[config.mk]
export PLATFORM = sky130hd
export DESIGN_NAME = maf_mode_ctrl
export DESIGN_NICKNAME = d
export VERILOG_FILES = /design/src/rtl/maf_pkg.sv /design/src/rtl/maf_issue_pipe.sv /design/src/rtl/maf_mode_ctrl.sv
export SDC_FILE = /design/constraint.sdc
export NUM_CORES = 1
export LEC_CHECK = 0
export ABC_AREA = 0
export ABC_CLOCK_PERIOD_IN_PS = 1800
export BUFFER_PORTS_ARGS = -buffer_cell sky130_fd_sc_hd__buf_2
export CORE_MARGIN = 5
export CORE_UTILIZATION = 54
export DETAILED_ROUTE_END_ITERATION = 10
export GPL_TIMING_DRIVEN = 0
export PLACE_DENSITY = 0.77
export RECOVER_POWER = 50
export SLEW_MARGIN = 20
export SYNTH_ARGS = -nofsm -noshare
export SYNTH_HDL_FRONTEND = slang
export SYNTH_SLANG_ARGS = --single-unit
[constraint.sdc]
create_clock -name clk -period 1.8 [get_ports clk]
set_input_delay 0.18 -clock clk [delete_from_list [all_inputs] [get_ports clk]]
set_output_delay 0.18 -clock clk [all_outputs]
set_load 0.005 [all_outputs]
[src/rtl/maf_pkg.sv]
// Shared encodings for the multiply-add alignment issue controller.
package maf_pkg;

   localparam logic [1:0] MODE_SGL  = 2'b00;
   localparam logic [1:0] MODE_DUAL = 2'b01;
   localparam logic [1:0] MODE_LOW  = 2'b10;
   localparam logic [1:0] MODE_ILL  = 2'b11;

   // Shift-register select that clears the alignment register; also the idle value.
   localparam logic [2:0] CONT_IDLE = 3'b011;

   typedef enum logic [1:0] {
      ST_IDLE   = 2'd0,
      ST_RUN    = 2'd1,
      ST_DRAIN  = 2'd2,
      ST_SWITCH = 2'd3
   } maf_state_e;

   function automatic logic mode_legal(input logic [1:0] mode);
      return mode != MODE_ILL;
   endfunction

endpackage

[src/rtl/maf_issue_pipe.sv]
// LAT-deep {valid, mode, tag} stage chain. The whole chain freezes while
// i_stall is high; i_clear empties it on the next edge and beats the stall.
module maf_issue_pipe
   import maf_pkg::*;
#(
   parameter int LAT   = 3,
   parameter int TAG_W = 4
) (
   input  logic             clk,
   input  logic             rstn,
   input  logic             i_stall,
   input  logic             i_clear,
   input  logic             i_valid,
   input  logic [1:0]       i_mode,
   input  logic [TAG_W-1:0] i_tag,
   output logic             o_valid,
   output logic [1:0]       o_mode,
   output logic [TAG_W-1:0] o_tag
);

   logic [LAT-1:0]   r_vld;
   logic [1:0]       r_mode [LAT];
   logic [TAG_W-1:0] r_tag  [LAT];

   // Shift one stage per cycle unless stalled; clear drops every op in flight.
   always_ff @(posedge clk or negedge rstn) begin
      if (!rstn) begin
         r_vld <= '0;
         for (int i = 0; i < LAT; i++) begin
            r_mode[i] <= MODE_SGL;
            r_tag[i]  <= '0;
         end
      end else if (i_clear) begin
         r_vld <= '0;
         for (int i = 0; i < LAT; i++) begin
            r_mode[i] <= MODE_SGL;
            r_tag[i]  <= '0;
         end
      end else if (!i_stall) begin
         r_vld[0]  <= i_valid;
         r_mode[0] <= i_mode;
         r_tag[0]  <= i_tag;
         for (int i = 1; i < LAT; i++) begin
            r_vld[i]  <= r_vld[i-1];
            r_mode[i] <= r_mode[i-1];
            r_tag[i]  <= r_tag[i-1];
         end
      end
   end

   assign o_valid = r_vld[LAT-1];
   assign o_mode  = r_mode[LAT-1];
   assign o_tag   = r_tag[LAT-1];

endmodule

[src/rtl/maf_mode_ctrl.sv]
// Issue controller for the multi-precision multiply-add alignment datapath.
//
//   state     | meaning
//   ----------+--------------------------------------------------------
//   ST_IDLE   | pipeline empty, waiting for a request
//   ST_RUN    | issuing ops in cur_mode, results draining out
//   ST_DRAIN  | mode change pending, waiting for occ to reach 0
//   ST_SWITCH | one clear cycle, cur_mode takes the pending request mode
module maf_mode_ctrl
   import maf_pkg::*;
#(
   parameter int LAT   = 3,
   parameter int TAG_W = 4
) (
   input  logic             clk,
   input  logic             rstn,
   input  logic             req_valid,
   output logic             req_ready,
   input  logic [1:0]       req_mode,
   input  logic [TAG_W-1:0] req_tag,
   input  logic             flush,
   output logic [2:0]       cont,
   output logic             res_valid,
   input  logic             res_ready,
   output logic [1:0]       res_mode,
   output logic [TAG_W-1:0] res_tag,
   output logic             err,
   output logic             busy
);

   localparam int OCC_W = $clog2(LAT + 1);

   maf_state_e       r_state;
   maf_state_e       w_state_nxt;
   logic [1:0]       r_cur_mode;
   logic [OCC_W-1:0] r_occ;
   logic [OCC_W-1:0] w_occ_nxt;
   logic             r_err;

   logic w_stall;
   logic w_legal;
   logic w_same;
   logic w_mode_diff;
   logic w_acc_legal;
   logic w_res_hs;
   logic w_mode_load;

   assign w_stall     = res_valid && !res_ready;
   assign w_legal     = mode_legal(req_mode);
   assign w_same      = req_mode == r_cur_mode;
   assign w_mode_diff = req_valid && w_legal && !w_same;
   assign w_acc_legal = req_ready && w_legal;
   assign w_res_hs    = res_valid && res_ready;

   // Occupancy tracks valid pipeline stages; accept and delivery in one cycle cancel.
   always_comb begin
      w_occ_nxt = r_occ;
      if (flush) begin
         w_occ_nxt = '0;
      end else if (w_acc_legal && !w_res_hs) begin
         w_occ_nxt = r_occ + OCC_W'(1);
      end else if (!w_acc_legal && w_res_hs) begin
         w_occ_nxt = r_occ - OCC_W'(1);
      end
   end

   // Next-state decode plus the combinational handshake/cont/busy outputs.
   always_comb begin
      w_state_nxt = r_state;
      w_mode_load = 1'b0;
      req_ready   = 1'b0;
      cont        = CONT_IDLE;
      busy        = (r_state != ST_IDLE) || (r_occ != '0);

      // Illegal-mode requests are swallowed wherever a same-mode one would be.
      if (!flush && !w_stall && req_valid && (w_same || !w_legal) &&
          ((r_state == ST_IDLE) || (r_state == ST_RUN))) begin
         req_ready = 1'b1;
      end
      if (req_ready && w_legal) begin
         cont = {1'b0, req_mode};
      end

      if (flush) begin
         w_state_nxt = ST_IDLE;
      end else begin
         unique case (r_state)
            ST_IDLE: begin
               if (w_mode_diff) begin
                  w_state_nxt = ST_SWITCH;
               end else if (req_ready && w_legal) begin
                  w_state_nxt = ST_RUN;
               end
            end
            ST_RUN: begin
               if (w_mode_diff) begin
                  w_state_nxt = ST_DRAIN;
               end else if (!req_valid && (w_occ_nxt == '0)) begin
                  w_state_nxt = ST_IDLE;
               end
            end
            ST_DRAIN: begin
               if (r_occ == '0) begin
                  w_state_nxt = ST_SWITCH;
               end
            end
            ST_SWITCH: begin
               w_mode_load = req_valid && w_legal;
               w_state_nxt = ST_RUN;
            end
            default: w_state_nxt = ST_IDLE;
         endcase
      end
   end

   // State register.
   always_ff @(posedge clk or negedge rstn) begin
      if (!rstn) begin
         r_state <= ST_IDLE;
      end else begin
         r_state <= w_state_nxt;
      end
   end

   // Current precision mode, occupancy and the illegal-request error pulse.
   always_ff @(posedge clk or negedge rstn) begin
      if (!rstn) begin
         r_cur_mode <= MODE_SGL;
         r_occ      <= '0;
         r_err      <= 1'b0;
      end else begin
         if (w_mode_load) begin
            r_cur_mode <= req_mode;
         end
         r_occ <= w_occ_nxt;
         r_err <= req_ready && !w_legal;
      end
   end

   assign err = r_err;

   maf_issue_pipe #(
      .LAT   (LAT),
      .TAG_W (TAG_W)
   ) u_pipe (
      .clk     (clk),
      .rstn    (rstn),
      .i_stall (w_stall),
      .i_clear (flush),
      .i_valid (w_acc_legal),
      .i_mode  (req_mode),
      .i_tag   (req_tag),
      .o_valid (res_valid),
      .o_mode  (res_mode),
      .o_tag   (res_tag)
   );

endmodule

# Word level (Yosys, flattened, before mapping)
# Index checks and enable logic that the tools add are counted.
[op_classes]
add_sub_neg = 2
eq_ne = 9
muxes = 20
reduce_logical = 30
[ops]
columns = ["op", "count"]
rows = [
  ["$mux W12", 2],
  ["$mux W2", 10],
  ["$logic_and A1 B1 Y1", 13],
  ["$mux W6", 2],
  ["$logic_not A1 Y1", 8],
  ["$ne A4 B3 Y1 const B", 2],
  ["$pmux W2 S4", 1],
  ["$logic_not A2 Y1", 3],
  ["$mux W3", 2],
  ["$eq A2 B2 Y1 const B", 2],
  ["$ne A2 B2 Y1 const B", 2],
  ["$reduce_bool A2 Y1", 2],
  ["$logic_or A1 B1 Y1", 3],
  ["$mux W1", 3],
  ["$ne A3 B3 Y1 const B", 1],
  ["$reduce_and A3 Y1", 1],
  ["$add A2 B1 Y2 const B", 1],
  ["$eq A2 B1 Y1 const B", 1],
  ["$eq A2 B2 Y1", 1],
  ["$sub A2 B1 Y2 const B", 1],
]
[totals]
reg_bits = 28
inputBits = 11
out_inout_bits = 13
elab_cells = 72

# Logic depth before layout (Yosys ltp)
# Gate-level depths: netlist of run 1.
[logic_depth]
depth_word = 20
mapped_depth = 8

# Cells and area by module
# From an unflattened synthesis of run 1, not the netlist that was laid out.
[unflattened]
hier_cells = 131
area_unflattened_um2 = 1411.4
[modules_own_cells]
columns = ["mod", "n_inst", "cells_per_inst", "area_each_um2", "seq_area_each_um2"]
rows = [
  ["maf_issue_pipe", 1, 74, 902.1, 525.5],
  ["maf_mode_ctrl", 1, 57, 509.2, 175.2],
]

# Least setup slack after synthesis of run 1
# Ideal clock, no wire load.
[synth_timing]
kind = "register to register"
start = "register r_state[1]"
end = "register r_state[0]"
t_arrival_ns = 1.389
required_time_ns = 1.670
path_slack_ns = 0.281
path_stages_with_launch = 6
synth_period_minus_slack_ns = 1.519
path_cell_list = "dfrtp_1 nand4b_2 o21bai_4 mux2_4 mux2i_4 a31oi_1"
[synth_via]
elab_chain_len = 14
[synth_lines]
columns = ["item", "line_no", "source"]
rows = [
  ["start: declaration", "maf_mode_ctrl.sv:33", "maf_state_e r_state;"],
  ["start signal: assignment", "maf_mode_ctrl.sv:121", "r_state <= w_state_nxt;"],
  ["$eq A2 B1 Y1 / $logic_not A2 Y1 (equally long branches)", "maf_mode_ctrl.sv:77, maf_mode_ctrl.sv:87", ""],
  ["$logic_or A1 B1 Y1", "maf_mode_ctrl.sv:77", "((r_state == ST_IDLE) || (r_state == ST_RUN))) begin"],
  ["$logic_and A1 B1 Y1", "maf_mode_ctrl.sv:76", "if (!flush && !w_stall && req_valid && (w_same || !w_legal) &&"],
  ["$mux W1", "maf_mode_ctrl.sv:76", ""],
  ["$logic_and A1 B1 Y1", "maf_mode_ctrl.sv:52, maf_mode_ctrl.sv:91", ""],
  ["$logic_not A1 Y1", "maf_mode_ctrl.sv:62", "end else if (!w_acc_legal && w_res_hs) begin"],
  ["$logic_and A1 B1 Y1", "maf_mode_ctrl.sv:62", ""],
  ["$mux W2", "maf_mode_ctrl.sv:62", ""],
  ["$mux W2", "maf_mode_ctrl.sv:60", "end else if (w_acc_legal && !w_res_hs) begin"],
  ["$mux W2", "maf_mode_ctrl.sv:58", "if (flush) begin"],
  ["$logic_not A2 Y1", "maf_mode_ctrl.sv:98", "end else if (!req_valid && (w_occ_nxt == '0)) begin"],
  ["$logic_and A1 B1 Y1", "maf_mode_ctrl.sv:98", ""],
  ["$ne A4 B3 Y1 (no source line)", "n/a", ""],
  ["$reduce_and A3 Y1 (no source line)", "n/a", ""],
]
# Parallel ways exist; a longest one is shown, timed or not.
# A chain may end at the register's enable or synchronous reset.

# Worst setup path after layout of run 1
[layout_timing]
start = "register r_cur_mode[1]"
end = "register r_state[0]"
[layout_via]
elab_chain_len = 15
[layout_lines]
columns = ["item", "line_no", "source"]
rows = [
  ["start: declaration", "maf_mode_ctrl.sv:35", "logic [1:0] r_cur_mode;"],
  ["start signal: assignment", "maf_mode_ctrl.sv:133", "r_cur_mode <= req_mode;"],
  ["$eq A2 B2 Y1 *", "maf_mode_ctrl.sv:50", "assign w_same = req_mode == r_cur_mode;"],
  ["$logic_or A1 B1 Y1", "maf_mode_ctrl.sv:76", ""],
  ["$logic_and A1 B1 Y1 (2 in a row)", "maf_mode_ctrl.sv:76", ""],
  ["$mux W1", "maf_mode_ctrl.sv:76", ""],
  ["$logic_and A1 B1 Y1", "maf_mode_ctrl.sv:52, maf_mode_ctrl.sv:91", ""],
  ["$logic_not A1 Y1", "maf_mode_ctrl.sv:62", ""],
  ["$logic_and A1 B1 Y1", "maf_mode_ctrl.sv:62", ""],
  ["$mux W2", "maf_mode_ctrl.sv:62", ""],
  ["$mux W2", "maf_mode_ctrl.sv:60", ""],
  ["$mux W2", "maf_mode_ctrl.sv:58", ""],
  ["$logic_not A2 Y1", "maf_mode_ctrl.sv:98", ""],
  ["$logic_and A1 B1 Y1", "maf_mode_ctrl.sv:98", ""],
  ["$ne A4 B3 Y1 (no source line)", "n/a", ""],
  ["$reduce_and A3 Y1 (no source line)", "n/a", ""],
]
# Mark *: on every way between the ends. The rest lies on a longest branch, timed or not.

==> results of run 1 <==
## metal layers
| layer | GRT usage, % | wire length (um) | share of wire, % |
|---|---|---|---|
| met1 | 21.3 | 1170 | 44 |
| met4 | 4.43 | 26 | 0.98 |
| met5 | 0 | 0 | 0 |
| met2 | 24.7 | 1340 | 51 |
| met3 | 3.24 | 109 | 4.1 |
## path summary, 6_finish.rpt
check	start	to	slack [ns]
max reg2reg	r_cur_mode[1]	r_state[0]	0.04
min reg2reg	u_pipe.r_vld[0]	u_pipe.r_vld[0]	0.52
max	r_cur_mode[1]	r_state[0]	0.04
min	req_tag[1]	u_pipe.r_tag[9]	0.06
max in group asynchronous	rstn	r_cur_mode[0]	0.93
min in group asynchronous	rstn	u_pipe.r_mode[4]	0.40
## power groups by stage
stage | sequential [W] | combinational [W] | clock, W
final | 0.000716 | 0.000287 | 0.000410
after global routing | 0.000722 | 0.000316 | 0.000448
after CTS | 0.000702 | 0.000217 | 0.000414
after detailed placement | 0.000717 | 0.000198 | 0
after global placement | 0.000715 | 0.000192 | 0
after floorplan | 0.000708 | 0.000143 | 0
## cells by family after synthesis
family / count (synthesis) / share of synthesized area [%]
adders and majority gates: 1 / 0.927
DFF: 28 / 51.9
and+or+nand+nor: 35 / 13.5
AOI/OAI and AO/OA: 30 / 18.3
muxes: 4 / 4.36
other: 1 / 0.278
xor gates and xnor gates: 3 / 1.95
buffers and inverters: 19 / 8.80
## registers in the layout, summed over array words and instances (netlist names)
signal,cells
err,1
r_occ,2
u_pipe.r_vld,3
r_state,2
u_pipe.o_mode,2
u_pipe.r_mode,4
u_pipe.o_tag,4
r_cur_mode,2
u_pipe.r_tag,8
## layout make-up
class	instances	area (um2)	area share (%)
timing repair buffer	27	164	9.87
inverter	6	23.8	1.43
sequential	28	704	42.4
tap	30	37.5	2.26
clock inverter	1	30.0	1.81
multi-input combinational	74	583	35.1
buffer	13	95.1	5.73
clock buffer	3	22.5	1.36
## repair_timing
| action | in CTS | in global routing |
|---|---|---|
| endpoints found under the hold margin | 28 | 1 |
| hold buffers | 1 | 1 |
| pin swaps | 0 | 4 |
| endpoints found under the setup margin | 2 | 3 |
| setup buffers | 1 | 5 |
| gates resized for setup | 0 | 14 |
## stage by stage
| stage | std cells | total power, W |
|---|---|---|
| after floorplan | 121 | 0.000851 |
| after global placement | 170 | 0.000907 |
| after detailed placement | 170 | 0.000915 |
| after CTS | 176 | 0.00133 |
| after global routing | 182 | 0.00149 |
| final | 182 | 0.00141 |
## worst max-delay path: stages, from the launching register on
cell and delay, ns:
dfrtp_2 0.47, buf_6 0.14, xor2_2 0.17, nor3_2 0.18, o21bai_4 0.13, mux2_4 0.32
mux2i_4 0.14, a31oi_1 0.10
## Yosys cell counts
cell       n  area (um2)
a21oi_1    2        10.0
a41o_1     1        10.0
buf_2      1        5.00
xor2_1     1        8.76
a22o_1    18         158
dfrtp_1   28         701
and2b_1    1        7.51
or2_1      1        6.26
mux2i_4    1        22.5
ha_1       1        12.5
a22o_2     1        10.0
or3b_1     2        17.5
clkbuf_1   2        7.51
xnor2_1    2        17.5
nand2b_1   1        6.26
nor3_2     2        20.0
o21ai_0    4        20.0
nand3_1    1        5.00
inv_1      5        18.8
buf_4      8        60.1
a21boi_1   1        7.51
o21bai_4   1        18.8
mux2_4     1        15.0
clkinv_2   1        5.00
mux2_2     1        11.3
nor2_2     1        6.26
nand4b_2   1        15.0
conb_1     1        3.75
a31oi_1    1        6.26
nor2_1    12        45.0
nand2_1   11        41.3
or3_1      2        12.5
o22ai_1    1        6.26
mux2i_1    1        10.0
buf_6      2        22.5
==> impl_metrics.toml, run 1 <==
[clock_tree]
cts_root_buf = "clkbuf_4"
cts_tree = "yes"
clk_latency_ns = 0.33
path_clk_slew_ns = 0.15
cts_max_path_buffers = 2
numClockSinks = 28
h-tree-depth = 1
cts_buffers = 3

[status]
status = "finished clean"

[logic_synthesis]
synth_seq_cells = 28
ys_seq_area_share_pct = 51.9
synthesis.nets = 133
synth_area_um2 = 1350
yosysWarnings = 0
post_synth.cell_area_avg_um2 = 11.2
synth_cell_type_count = 35
syn_inst = 121

[power]
power_density_nw_per_um2 = 851
max-vdd-ir-drop_v = 0.000628
power_leakage_nw = 0.815
power_frac_clock_pct = 29.0
switchingPower_w = 0.000372
p_int_w = 0.00104
power_frac_seq_pct = 50.7
netSwitchingFraction_pct = 26.3
power_frac_comb_pct = 20.3

[route]
routed_wl_um = 2650
drc = 0
post_drt_wl_per_cell_um = 14.5
viasPerCell = 5.42
dr.pass1.iters = 4
detail_route.iter0.violations = 27
final_antenna_net_count = 0
vias = 987

[die]
die-area_um2 = 3600
fp.dieW_um = 60
rows = 18
die_height_um = 60
coreArea_um2 = 2430
io_pins = 24
initial_core_util_pct = 55.5

[layout]
fill_cells = 193
design_area_um2 = 1660
nets = 165
final_cell_mix = "dfrtp_1, buf_2, a22o_1"
layout_commonest_cell = "dfrtp_1"
drive_above_1_share_pct = 38.8
synthToLayoutAreaGrowth_pct = 23.0
antenna_cells = 0
final_core_utilization_pct = 68.3

[worst_setup_path]
path_class = "reg2reg"
arrival_ns = 1.98
r2r_cells = 7
startpoint_type = "flop"
end_kind = "flop"
cp.required_ns = 2.02
critPathMaxFanout = 5

[sta]
tns_ns = 0
slew_viol_final = 0
fin_crit_sh_pct = 97.8
grt_setup_unrepaired = "yes"
hold_viol_final = 0
tightestPinTransition_ns = 0.682
max_freq_ghz = 0.568
fin_crit_ns = 1.76
setup_ws_ns = 0.0401
slew_headroom_pct = 54.6
clock_skew_ns = 0.00727
setup_viol = 0
holdWs_ns = 0.0610

[global_route]
grt_max_degree = 29
gr-total-overflow = 0
grt_pass1_wl_um = 4230
grt_util_all_layers_pct = 15.5
grt_antenna_before_repair = 0
first_global_vias = 981

[place]
gp_congestion = 0.716
placement.cell_area_um2 = 1480
place_hpwl_um = 1810
io_buffers = 19
post-place-ws_ns = 0.157

[hold_path]
whs_path_depth = 2
hold_class = "in2reg"

[job]
drv_cap = 0
(Power assumes the default switching activity.)
==> run 2, diff against run 1 <==
--- a/config.mk
+++ b/config.mk
@@ -6,14 +6,15 @@
 export NUM_CORES = 1
 export LEC_CHECK = 0
 export ABC_AREA = 0
-export ABC_CLOCK_PERIOD_IN_PS = 1800
+export ABC_CLOCK_PERIOD_IN_PS = 1900
 export BUFFER_PORTS_ARGS = -buffer_cell sky130_fd_sc_hd__buf_2
 export CORE_MARGIN = 5
 export CORE_UTILIZATION = 54
 export DETAILED_ROUTE_END_ITERATION = 10
 export GPL_TIMING_DRIVEN = 0
-export PLACE_DENSITY = 0.77
+export PLACE_DENSITY = 0.81
 export RECOVER_POWER = 50
+export SKIP_LAST_GASP = 1
 export SLEW_MARGIN = 20
 export SYNTH_ARGS = -nofsm -noshare
 export SYNTH_HDL_FRONTEND = slang
==> constraint.sdc (replaced) <==
create_clock -name clk -period 1.9 [get_ports clk]
set_input_delay 0.19 -clock clk [delete_from_list [all_inputs] [get_ports clk]]
set_output_delay 0.19 -clock clk [all_outputs]
set_load 0.005 [all_outputs]
==> impl_metrics.toml, run 2 (synthesis gave the netlist of run 1 again) <==
[sta]
fin_crit_ns = 1.76
hold_viol_final = 0
slew_headroom_pct = 55.9
tightestPinTransition_ns = 0.661
slew_viol_final = 0
fin_crit_sh_pct = 92.6
tns_ns = 0
setup_viol = 0
max_freq_ghz = 0.569
clock_skew_ns = 0.00143
grt_setup_unrepaired = "no"

[route]
viasPerCell = 5.45
post_drt_wl_per_cell_um = 13.3
detail_route.iter0.violations = 16
drc = 0
dr.pass1.iters = 4
final_antenna_net_count = 0
routed_wl_um = 2330
vias = 953

[global_route]
grt_util_all_layers_pct = 14.4
first_global_vias = 937
grt_max_degree = 29
gr-total-overflow = 0
grt_antenna_before_repair = 0
grt_pass1_wl_um = 3960

[worst_setup_path]
path_cells = "a21oi_1, o22ai_1, or3_1, buf_2"
cpMaxStageDelayCell = "dfrtp_1"
cp_slowest_stage_delay_ns = 0.45
end_kind = "output port"
crit_buf_inv = 1
arrival_ns = 1.57
path_class = "reg2out"
cp.required_ns = 1.71
startpoint_type = "flop"
critPathMaxFanout = 4
crit_family = "flip-flops"

[hold_path]
hold_class = "in2reg"

[die]
die-area_um2 = 3600
initial_core_util_pct = 55.5
rows = 18
die_height_um = 60
io_pins = 24
coreArea_um2 = 2430
fp.dieW_um = 60

[clock_tree]
h-tree-depth = 1
cts_max_path_buffers = 2
cts-resized-gates = 0
cts_root_buf = "clkbuf_4"
clk_latency_ns = 0.31
cts_buffers = 3
cts_tree = "yes"
numClockSinks = 28
path_clk_slew_ns = 0.13

[power]
power_density_nw_per_um2 = 719
max-vdd-ir-drop_v = 0.000649
totalPowerFinal_w = 0.00109
power_leakage_nw = 0.764

[place]
gp_congestion = 0.866
place_hpwl_um = 1740
io_buffers = 19
placement.cell_area_um2 = 1480

[layout]
synthToLayoutAreaGrowth_pct = 12.2
nets = 159
design_area_um2 = 1520
drive_above_1_share_pct = 29.0
largest_reg_flops = 8
layout_commonest_cell = "dfrtp_1"
antenna_cells = 0
top_register = "u_pipe.r_tag"
final_cell_mix = "dfrtp_1, buf_2, a22o_1"

[status]
status = "finished clean"

[job]
drv_cap = 0
## run 2: cell types whose count changed in the layout (fill, tap and decap cells not counted), moves of 2 or more
cell / before / now
a21oi_4: 2 / 0
inv_2: 2 / 0
buf_4: 13 / 9
dfrtp_1: 25 / 28
dfrtp_2: 3 / 0
a21oi_1: 0 / 2
inv_1: 3 / 5
## run 2: cell type report
class	instances	area, um2
clock buffer	3	22.5
tap	30	37.5
inverter	6	23.8
buffer	13	95.1
fill	221	917
timing repair buffer	21	111
multi-input combinational	74	524
sequential	28	701
## run 2: what timing repair did
| action | CTS | global route |
|---|---|---|
| hold buffers | 1 | 0 |
| endpoints found under the hold margin | 28 | 0 |
| endpoints found under the setup margin | 0 | 1 |
| buffers inserted | 0 | 1 |
## run 2: worst paths after layout
path                                     to  cells after the start  slack [ns]            start
setup reg to reg                 r_state[0]                      7        0.21    r_cur_mode[1]
hold / removal                   r_state[1]                      2        0.05            flush
max in group asynchronous  u_pipe.o_mode[0]                      2        1.05             rstn
setup / recovery                    cont[0]                      4        0.14    r_cur_mode[0]
min in group asynchronous   u_pipe.o_tag[3]                      2        0.43             rstn
hold reg to reg             u_pipe.r_vld[0]                      2        0.49  u_pipe.r_vld[0]
## run 2: report_power, final
group          total (W)  internal (W)  switching [W]
clock           0.000223     0.0000740       0.000149
combinational   0.000203     0.0000967       0.000106
sequential      0.000663      0.000632      0.0000306
## run 2: layer usage
metal / wire, um / vias up / track usage [%]
met4: 29 / 0 / 3.80
met5: 0 / - / 0
met2: 1110 / 22 / 25.0
met3: 110 / 4 / 2.59
met1: 1080 / 462 / 18.4
li1: - / 465 / -
## run 2: worst reg2reg max path, cell delays in order (launching register included)
cell and delay (ns):
dfrtp_1 0.42, buf_4 0.15, xor2_1 0.17, nor3_2 0.07, o21bai_4 0.20, mux2_4 0.34, mux2i_4 0.15, a31oi_1 0.10
## run 2: through the flow
step	cells	hold slack [ns]	util (%)	setup slack, ns
final	175	0.0547	62.3	0.141
after global routing	175	0.0332	62.3	0.0253
after CTS	174	0.0480	62.3	0.108
after detailed placement	170	0.232	61.0	0.273
after global placement	170	0.228	61.0	0.286
after floorplan	121	-0.106	-	0.381
